File: config.mk
export PLATFORM = sky130hd
export DESIGN_NAME = pll_reset_sequencer
export DESIGN_NICKNAME = d
export VERILOG_FILES = /design/src/rtl/pll_reset_sequencer.sv
export SDC_FILE = /design/constraint.sdc
export NUM_CORES = 1
export LEC_CHECK = 0
export CAP_MARGIN = 5
export CORE_ASPECT_RATIO = 1.25
export CORE_MARGIN = 4
export CORE_UTILIZATION = 40
export CTS_CLUSTER_SIZE = 25
export DETAILED_ROUTE_END_ITERATION = 7
export PLACE_DENSITY_LB_ADDON = 0.12
export RECOVER_POWER = 50
export SYNTH_ARGS = -nofsm -noshare
export SYNTH_HDL_FRONTEND = slang
export SYNTH_SLANG_ARGS = --single-unit
export TNS_END_PERCENT = 5
File: constraint.sdc
create_clock -name clk -period 3.71 [get_ports clk]
set_input_delay 0.371 -clock clk [delete_from_list [all_inputs] [get_ports clk]]
set_output_delay 0.371 -clock clk [all_outputs]
set_load 0.1 [all_outputs]
File: src/rtl/pll_reset_sequencer.sv
// PLL areset / lock sequencer with Avalon-MM control and status registers.
// Optional irq output is enabled by defining PLL_RESET_SEQUENCER_IRQ_EN.
module pll_reset_sequencer #(
   parameter int unsigned NUM_CLK       = 4,
   parameter int unsigned AR_CYCLES     = 16,
   parameter int unsigned STABLE_CYCLES = 64,
   parameter int unsigned LOCK_TIMEOUT  = 4096,
   parameter int unsigned CNT_W         = 16
) (
   input  logic               clk,
   input  logic               reset_n,
   input  logic [2:0]         address,
   input  logic               chipselect,
   input  logic               read,
   input  logic               write,
   input  logic [15:0]        writedata,
   output logic [15:0]        readdata,
   output logic               pll_areset,
   input  logic               pll_locked,
   output logic [NUM_CLK-1:0] clk_ena,
`ifdef PLL_RESET_SEQUENCER_IRQ_EN
   output logic               irq,
`endif
   output logic               resetrequest
);

   typedef enum logic [1:0] {
      StHold   = 2'd0,
      StWait   = 2'd1,
      StStable = 2'd2,
      StRun    = 2'd3
   } state_e;

   localparam logic [CNT_W-1:0] AR_LAST = CNT_W'(AR_CYCLES - 1);
   localparam logic [CNT_W-1:0] ST_LAST = CNT_W'(STABLE_CYCLES - 1);
   localparam logic [CNT_W-1:0] TO_LAST = CNT_W'(LOCK_TIMEOUT - 1);
   localparam logic [CNT_W-1:0] CNT_ONE = CNT_W'(1);

   state_e               r_state, w_state_d;
   logic [CNT_W-1:0]     r_cnt, w_cnt_d;
   logic                 r_sync1, r_sync2;
   logic                 r_lost, r_timeout, r_auto;
   logic [7:0]           r_retry;
   logic [NUM_CLK-1:0]   r_mask, w_mask_d;
   logic                 r_areset, r_rstreq;
   logic [NUM_CLK-1:0]   r_clk_ena;
   logic                 w_areset_d, w_rstreq_d;
   logic [NUM_CLK-1:0]   w_clk_ena_d;
   logic                 w_wr, w_restart, w_clr_lost, w_clr_timeout;
   logic                 w_lost_set, w_timeout_set;
   logic                 w_irq_en;
   logic                 w_unused;

   assign w_wr          = chipselect & write;
   assign w_restart     = w_wr && (address == 3'd1) && writedata[0];
   assign w_clr_lost    = w_wr && (address == 3'd2) && writedata[4];
   assign w_clr_timeout = w_wr && (address == 3'd2) && writedata[5];
   assign w_mask_d      = (w_wr && (address == 3'd3)) ? writedata[NUM_CLK-1:0] : r_mask;
   assign w_unused      = ^{read, writedata};

   always_ff @(posedge clk or negedge reset_n) begin
      if (!reset_n) begin
         r_state <= StHold;
         r_cnt   <= '0;
      end else begin
         r_state <= w_state_d;
         r_cnt   <= w_cnt_d;
      end
   end

   always_comb begin
      w_state_d     = r_state;
      w_cnt_d       = r_cnt + CNT_ONE;
      w_lost_set    = 1'b0;
      w_timeout_set = 1'b0;
      case (r_state)
         StHold: begin
            if (r_cnt == AR_LAST) begin
               w_state_d = StWait;
               w_cnt_d   = '0;
            end
         end
         StWait: begin
            if (r_sync2) begin
               w_state_d = StStable;
               w_cnt_d   = '0;
            end else if (r_cnt == TO_LAST) begin
               w_timeout_set = 1'b1;
               w_state_d     = StHold;
               w_cnt_d       = '0;
            end
         end
         StStable: begin
            if (!r_sync2) begin
               w_state_d = StWait;
               w_cnt_d   = '0;
            end else if (r_cnt == ST_LAST) begin
               w_state_d = StRun;
               w_cnt_d   = '0;
            end
         end
         StRun: begin
            w_cnt_d = '0;
            if (!r_sync2) begin
               w_lost_set = 1'b1;
               w_state_d  = r_auto ? StHold : StWait;
            end
         end
         default: begin
            w_state_d = StHold;
            w_cnt_d   = '0;
         end
      endcase
      // Restart overrides every transition, including lock loss
      if (w_restart) begin
         w_state_d = StHold;
         w_cnt_d   = '0;
      end
   end

   // Outputs are registered from the next state so they line up with r_state
   always_comb begin
      w_areset_d  = (w_state_d == StHold);
      w_rstreq_d  = (w_state_d != StRun);
      w_clk_ena_d = (w_state_d == StRun) ? w_mask_d : '0;
   end

   always_ff @(posedge clk or negedge reset_n) begin
      if (!reset_n) begin
         r_sync1   <= 1'b0;
         r_sync2   <= 1'b0;
         r_areset  <= 1'b1;
         r_rstreq  <= 1'b1;
         r_clk_ena <= '0;
         r_mask    <= '1;
         r_lost    <= 1'b0;
         r_timeout <= 1'b0;
         r_auto    <= 1'b1;
         r_retry   <= 8'd0;
      end else begin
         r_sync1   <= pll_locked;
         r_sync2   <= r_sync1;
         r_areset  <= w_areset_d;
         r_rstreq  <= w_rstreq_d;
         r_clk_ena <= w_clk_ena_d;
         r_mask    <= w_mask_d;
         r_lost    <= w_lost_set | (r_lost & ~w_clr_lost);
         r_timeout <= w_timeout_set | (r_timeout & ~w_clr_timeout);
         if (w_wr && (address == 3'd1)) begin
            r_auto <= writedata[1];
         end
         if (w_restart) begin
            r_retry <= 8'd0;
         end else if (w_timeout_set && (r_retry != 8'hFF)) begin
            r_retry <= r_retry + 8'd1;
         end
      end
   end

`ifdef PLL_RESET_SEQUENCER_IRQ_EN
   logic r_irq_en, r_irq;

   always_ff @(posedge clk or negedge reset_n) begin
      if (!reset_n) begin
         r_irq_en <= 1'b0;
         r_irq    <= 1'b0;
      end else begin
         if (w_wr && (address == 3'd1)) begin
            r_irq_en <= writedata[2];
         end
         r_irq <= r_irq_en & (r_lost | r_timeout);
      end
   end

   assign w_irq_en = r_irq_en;
   assign irq      = r_irq;
`else
   assign w_irq_en = 1'b0;
`endif

   always_comb begin
      readdata = '0;
      case (address)
         3'd0:    readdata = {10'd0, r_timeout, r_lost, 2'(r_state), (r_state == StRun), r_sync2};
         3'd1:    readdata = {13'd0, w_irq_en, r_auto, 1'b0};
         3'd3:    readdata[NUM_CLK-1:0] = r_mask;
         3'd4:    readdata = {8'd0, r_retry};
         default: readdata = '0;
      endcase
   end

   assign pll_areset   = r_areset;
   assign resetrequest = r_rstreq;
   assign clk_ena      = r_clk_ena;

endmodule

# Yosys cells after proc, flatten, opt, wreduce, memory -nomap -nowiden
# Cells that the tools add are included.
# totals
regBits	41
# classes
bitwise_logic	7
reduce_logical	11
add_sub_neg	2
n_eq_ne	13
n_mux	27
# op_table
operator	count
2-to-1 mux 16 bit	6
one-hot mux 16 bit (4 select lines)	1
adder 16 x 1 -> 16 bit, second input constant	1
equality test 16 x 12 -> 1 bit, second input constant	1
equality test 16 x 4 -> 1 bit, second input constant	1
equality test 16 x 6 -> 1 bit, second input constant	1
2-to-1 mux 8 bit	2
one-hot mux 4 bit (4 select lines)	1
2-to-1 mux 2 bit	7
adder 8 x 1 -> 8 bit, second input constant	1
2-to-1 mux 4 bit	2
!= test 8 bit, second input constant	1
one-hot mux 2 bit (4 select lines)	1
one-hot mux 4 bit (2 select lines)	1
logical AND 1 bit	7
equality test 2 bit, second input constant	3
equality test 3 x 2 -> 1 bit, second input constant	2
2-to-1 mux 1 bit	6
zero test 2 bit	2
AND 1 bit	3
equality test 3 x 1 -> 1 bit, second input constant	1
equality test 3 bit, second input constant	1
zero test 3 bit	1
equality test 2 x 1 -> 1 bit, second input constant	1
4 further kinds	6

# Depth between registers and ports, before layout
# depth
ltp_word	7
depth_mapped	7

# Worst setup path after synthesis
# OpenSTA, ideal clock, no wires.
# synth_timing
path_type	reg2out
from	register r_state[0]
to	output port readdata[1]
path_slack_ns	0.392
path_stages_with_launch	6
arrival_time_ns	2.947
required_ns	3.339
path_cell_list	dfrtp_1 > clkbuf_1 > nand3b_1 > a21oi_1 > a31oi_1 > o21ai_0
# synth_via
elab_chain_cells	2
# synth_lines
element	line	source
start, declared	39	state_e r_state, w_state_d;
start signal, assigned	63	r_state <= StHold;
start signal, assigned	66	r_state <= w_state_d;
equality test 2 bit	184	3'd0: readdata = {10'd0, r_timeout, r_lost, 2'(r_state), (r_state == StRun), r_sync2};
one-hot mux 4 bit (4 select lines)	183	case (address)
end, declared	17	output logic [15:0] readdata,
# Every way passes these cells.

# Worst setup path in the final report
# layout_timing
from	register r_cnt[0]
to	register r_cnt[15]
# layout_via
elab_chain_cells	5
word_cells_on_any_way	11
classes_between	1 x add/sub; 3 x eq/ne; 7 x mux
# layout_lines
element	line	source
start, declared	40	logic [CNT_W-1:0] r_cnt, w_cnt_d;
start signal, assigned	67	r_cnt <= w_cnt_d;
adder 16 x 1 -> 16 bit, or another cell as far along	73	w_cnt_d = r_cnt + CNT_ONE;
2-to-1 mux 16 bit, on equally long branches	97, 87	
2-to-1 mux 16 bit, on equally long branches	94, 84	
one-hot mux 16 bit (4 select lines) (*)	76	case (r_state)
2-to-1 mux 16 bit (*)	115	if (w_restart) begin
via w_cnt_d[15]	40	
# Mark *: on every way through the listed nets, which the timed path passes. The rest lies on a longest branch.
# A chain may end at the register's enable or synchronous reset.

==> flow_summary.yaml <==
die:
  die_w_um: 75
  fp.dieArea_um2: 6880
  io_pins: 47
  core_um2: 5440
  die_h_um: 91.8
  rows: 30
  start_util: 0.412
pwr:
  ir_drop_mv: 0.235
  combPwrFrac: 0.326
  p_clk_frac: 0.225
  p_sw_frac: 0.413
  intPower_w: 0.000800
  total_leakage_power_nw: 1.05
  p_seq_frac: 0.449
  p_switching_w: 0.000563
  p_per_area_nw_per_um2: 528
  p_total_w: 0.00136
layout:
  final_cell_mix: "34 x dfrtp_1, 21 x a21oi_1, 19 x nand2_1, 16 x clkdlybuf4s50_1"
  postLayoutCoreUtil: 0.474
  antenna_cells: 0
  layout_commonest_cell: "dfrtp_1"
  instances_no_fill: 316
  drive_gt1_frac: 0.131
  nNetsFinal: 278
  nFillCells: 538
  syn_to_final_growth_pct: 14.9
worst_setup_path:
  crit_buf_inv: 0
  crit_type: "flip-flop to flip-flop"
  crit_path_cell_trace: "ha_1, nand3_1, or4_4, a32oi_2, a22oi_1"
  critPathMaxFanout: 16
  start_kind: "flip-flop"
  cp.required_ns: 3.84
  slowest_stage: "or4_4"
  cp_data_arrival_time_ns: 2.89
  cpPeakStageDelay_ns: 0.74
  cp-end-kind: "flip-flop"
  cp_top_family: "simple AND/OR/NAND/NOR gates"
grt:
  grt_start_max_net_pins: 42
  grt_antenna_before_repair: 0
  grt_pass1_wl_um: 8390
  grt_util_all_layers: 0.155
  grt_pass1_vias: 1705
  overflow: 0
placement:
  placedCellCount: 308
  place.port_buffers: 27
  gp_congestion: 0.810
  place_ws_ns: 0.939
  dp.final_hpwl_um: 3510
timing:
  setup_tns_ns: 0
  timing.final.ws_setup_ns: 0.953
  fin_skew_ns: 0.0133
  relSlewSlack: -0.442
  rsz0062_at_grt: "no"
  maxSlewViolCount: 42
  worst_slew_pin_slew_ns: 2.16
  fmax_mhz: 363
  setup_viol: 0
  period_share: 0.743
  hold_viol: 0
  min_period_ns: 2.76
yosys:
  synth_seq_cells: 41
  synthesis.area_um2: 2240
  synth_top_area_frac: 0.379
  synth_warnings: 0
  synth_top_area_cell: "dfrtp_1"
  ys_types: 47
  synthTopCellsByArea: "dfrtp_1 38%, dfstp_2 8.2%, a21oi_1 4.7%, nand2_1 3.2%, xnor2_1 2.7%"
  seq_area_frac_synth: 0.461
  synth-main-ff-cell: "dfrtp_1"
  synth_edf_count: 0
  syn_inst: 229
  async_reset_ff_frac: 1.00
  postSynthAreaPerCell_um2: 9.80
outcome:
  status: "complete, but fails checks"
  violations: "capacitance limit, slew limit"
cts:
  cts_tree: "yes"
  cts.hold.buffers_added: 0
  cts_made_buffers: 5
  clock-sinks: 41
  cts_buffer_depth: 2
  cts_resized: 0
  post-cts-setup-buffers: 0
  clockRootBuffer: "clkbuf_8"
  clkLatencyLatePin_ns: 0.30
  htreeDepth: 2
  clkTransAtPathRegs_ns: 0.09
run:
  cap_violations: 1
routing:
  drc_errors: 0
  drt_iter0_markers: 105
  antenna_left: 0
  vias: 1744
  wl_um: 4940
  firstDrtPassIters: 4
  avgViaCountPerCell: 5.52
  detail_route.wl_per_cell_um: 15.6
hold_path:
  hold_path.class: "flip-flop to flip-flop"
## power by group through the flow
| stage | Combinational (W) | Clock [W] | Sequential (W) |
|---|---|---|---|
| 2_1_floorplan | 0.000311 | 0 | 0.000654 |
| 3_3_place_gp | 0.000444 | 0 | 0.000620 |
| 3_5_place_dp | 0.000447 | 0 | 0.000620 |
| 4_1_cts | 0.000448 | 0.000320 | 0.000611 |
| 5_1_grt | 0.000480 | 0.000336 | 0.000627 |
| 6_report | 0.000444 | 0.000307 | 0.000611 |
## cells in the mapped netlist, types with 3 or more instances
cell type  number
buf_4           8
nor3_1          9
nand4_1         8
nor2_1          9
dfrtp_1        34
xnor2_1         7
mux2i_1         6
and4_1          4
o21ai_0         7
nor2b_1         5
a21oi_1        21
nand2_1        19
xor2_1          6
dfstp_2         7
and3_1          5
mux2_2          5
a31oi_1         3
or4_1           8
and3b_1         3
inv_1           5
nand3_1         5
o31ai_1         5
clkbuf_1        9
## path summary, 6_finish.rpt
kind                               startpoint                   end  slack [ns]  cells after the start
max                        r_cnt[0]$_DFF_PN0_   r_cnt[15]$_DFF_PN0_        0.95                      5
min                         r_sync1$_DFF_PN0_     r_sync2$_DFF_PN0_        0.36                      0
max reg2reg                r_cnt[0]$_DFF_PN0_   r_cnt[15]$_DFF_PN0_        0.95                      5
min reg2reg                 r_sync1$_DFF_PN0_     r_sync2$_DFF_PN0_        0.36                      0
max in group asynchronous             reset_n   r_timeout$_DFF_PN0_        1.77                      1
min in group asynchronous             reset_n  clk_ena[2]$_DFF_PN0_        0.69                      1
## through the flow
stage,hold slack [ns],area (um^2)
2_1_floorplan,0.0754,2270
3_3_place_gp,0.336,2490
3_5_place_dp,0.336,2490
4_1_cts,0.225,2580
5_1_grt,0.377,2580
6_report,0.355,2580
## state kept, by name (all words and copies together) (netlist names)
| signal | flops |
|---|---|
| r_sync2 | 1 |
| r_sync1 | 1 |
| resetrequest | 1 |
| r_retry | 8 |
| clk_ena | 4 |
| r_state | 2 |
| r_auto | 1 |
| r_timeout | 1 |
| pll_areset | 1 |
| r_cnt | 16 |
| r_mask | 4 |
| r_lost | 1 |
## worst register-to-register path: stages (launching register included)
cell and delay (ns):
dfrtp_1 0.41, ha_1 0.20, nand3_1 0.32, or4_4 0.74, a32oi_2 0.72, a22oi_1 0.20
## cells by family after synthesis
logic type	after synthesis	synth area share
other cells	1	0.00167
fa+ha+maj	2	0.0111
simple gates	90	0.235
mux	11	0.0518
flops	41	0.461
compound gates	47	0.132
xor+xnor	13	0.0507
buf+inv	24	0.0574
## routing by layer
layer	track usage	up-vias	routed length, um
met5	0	-	0
met1	0.208	841	2240
met2	0.253	30	2440
met4	0.0445	0	46
li1	-	869	-
met3	0.0274	4	209
## area by class of cell
type	instances	area (um^2)	area share
Tap cell	64	80.1	0.0311
Timing Repair Buffer	27	244	0.0946
Sequential cell	41	1030	0.401
Inverter	5	18.8	0.00728
Multi-Input combinational cell	171	1110	0.429
Clock inverter	3	25.0	0.00970
Clock buffer	5	68.8	0.0267
Power figures use the tool's default switching activity.
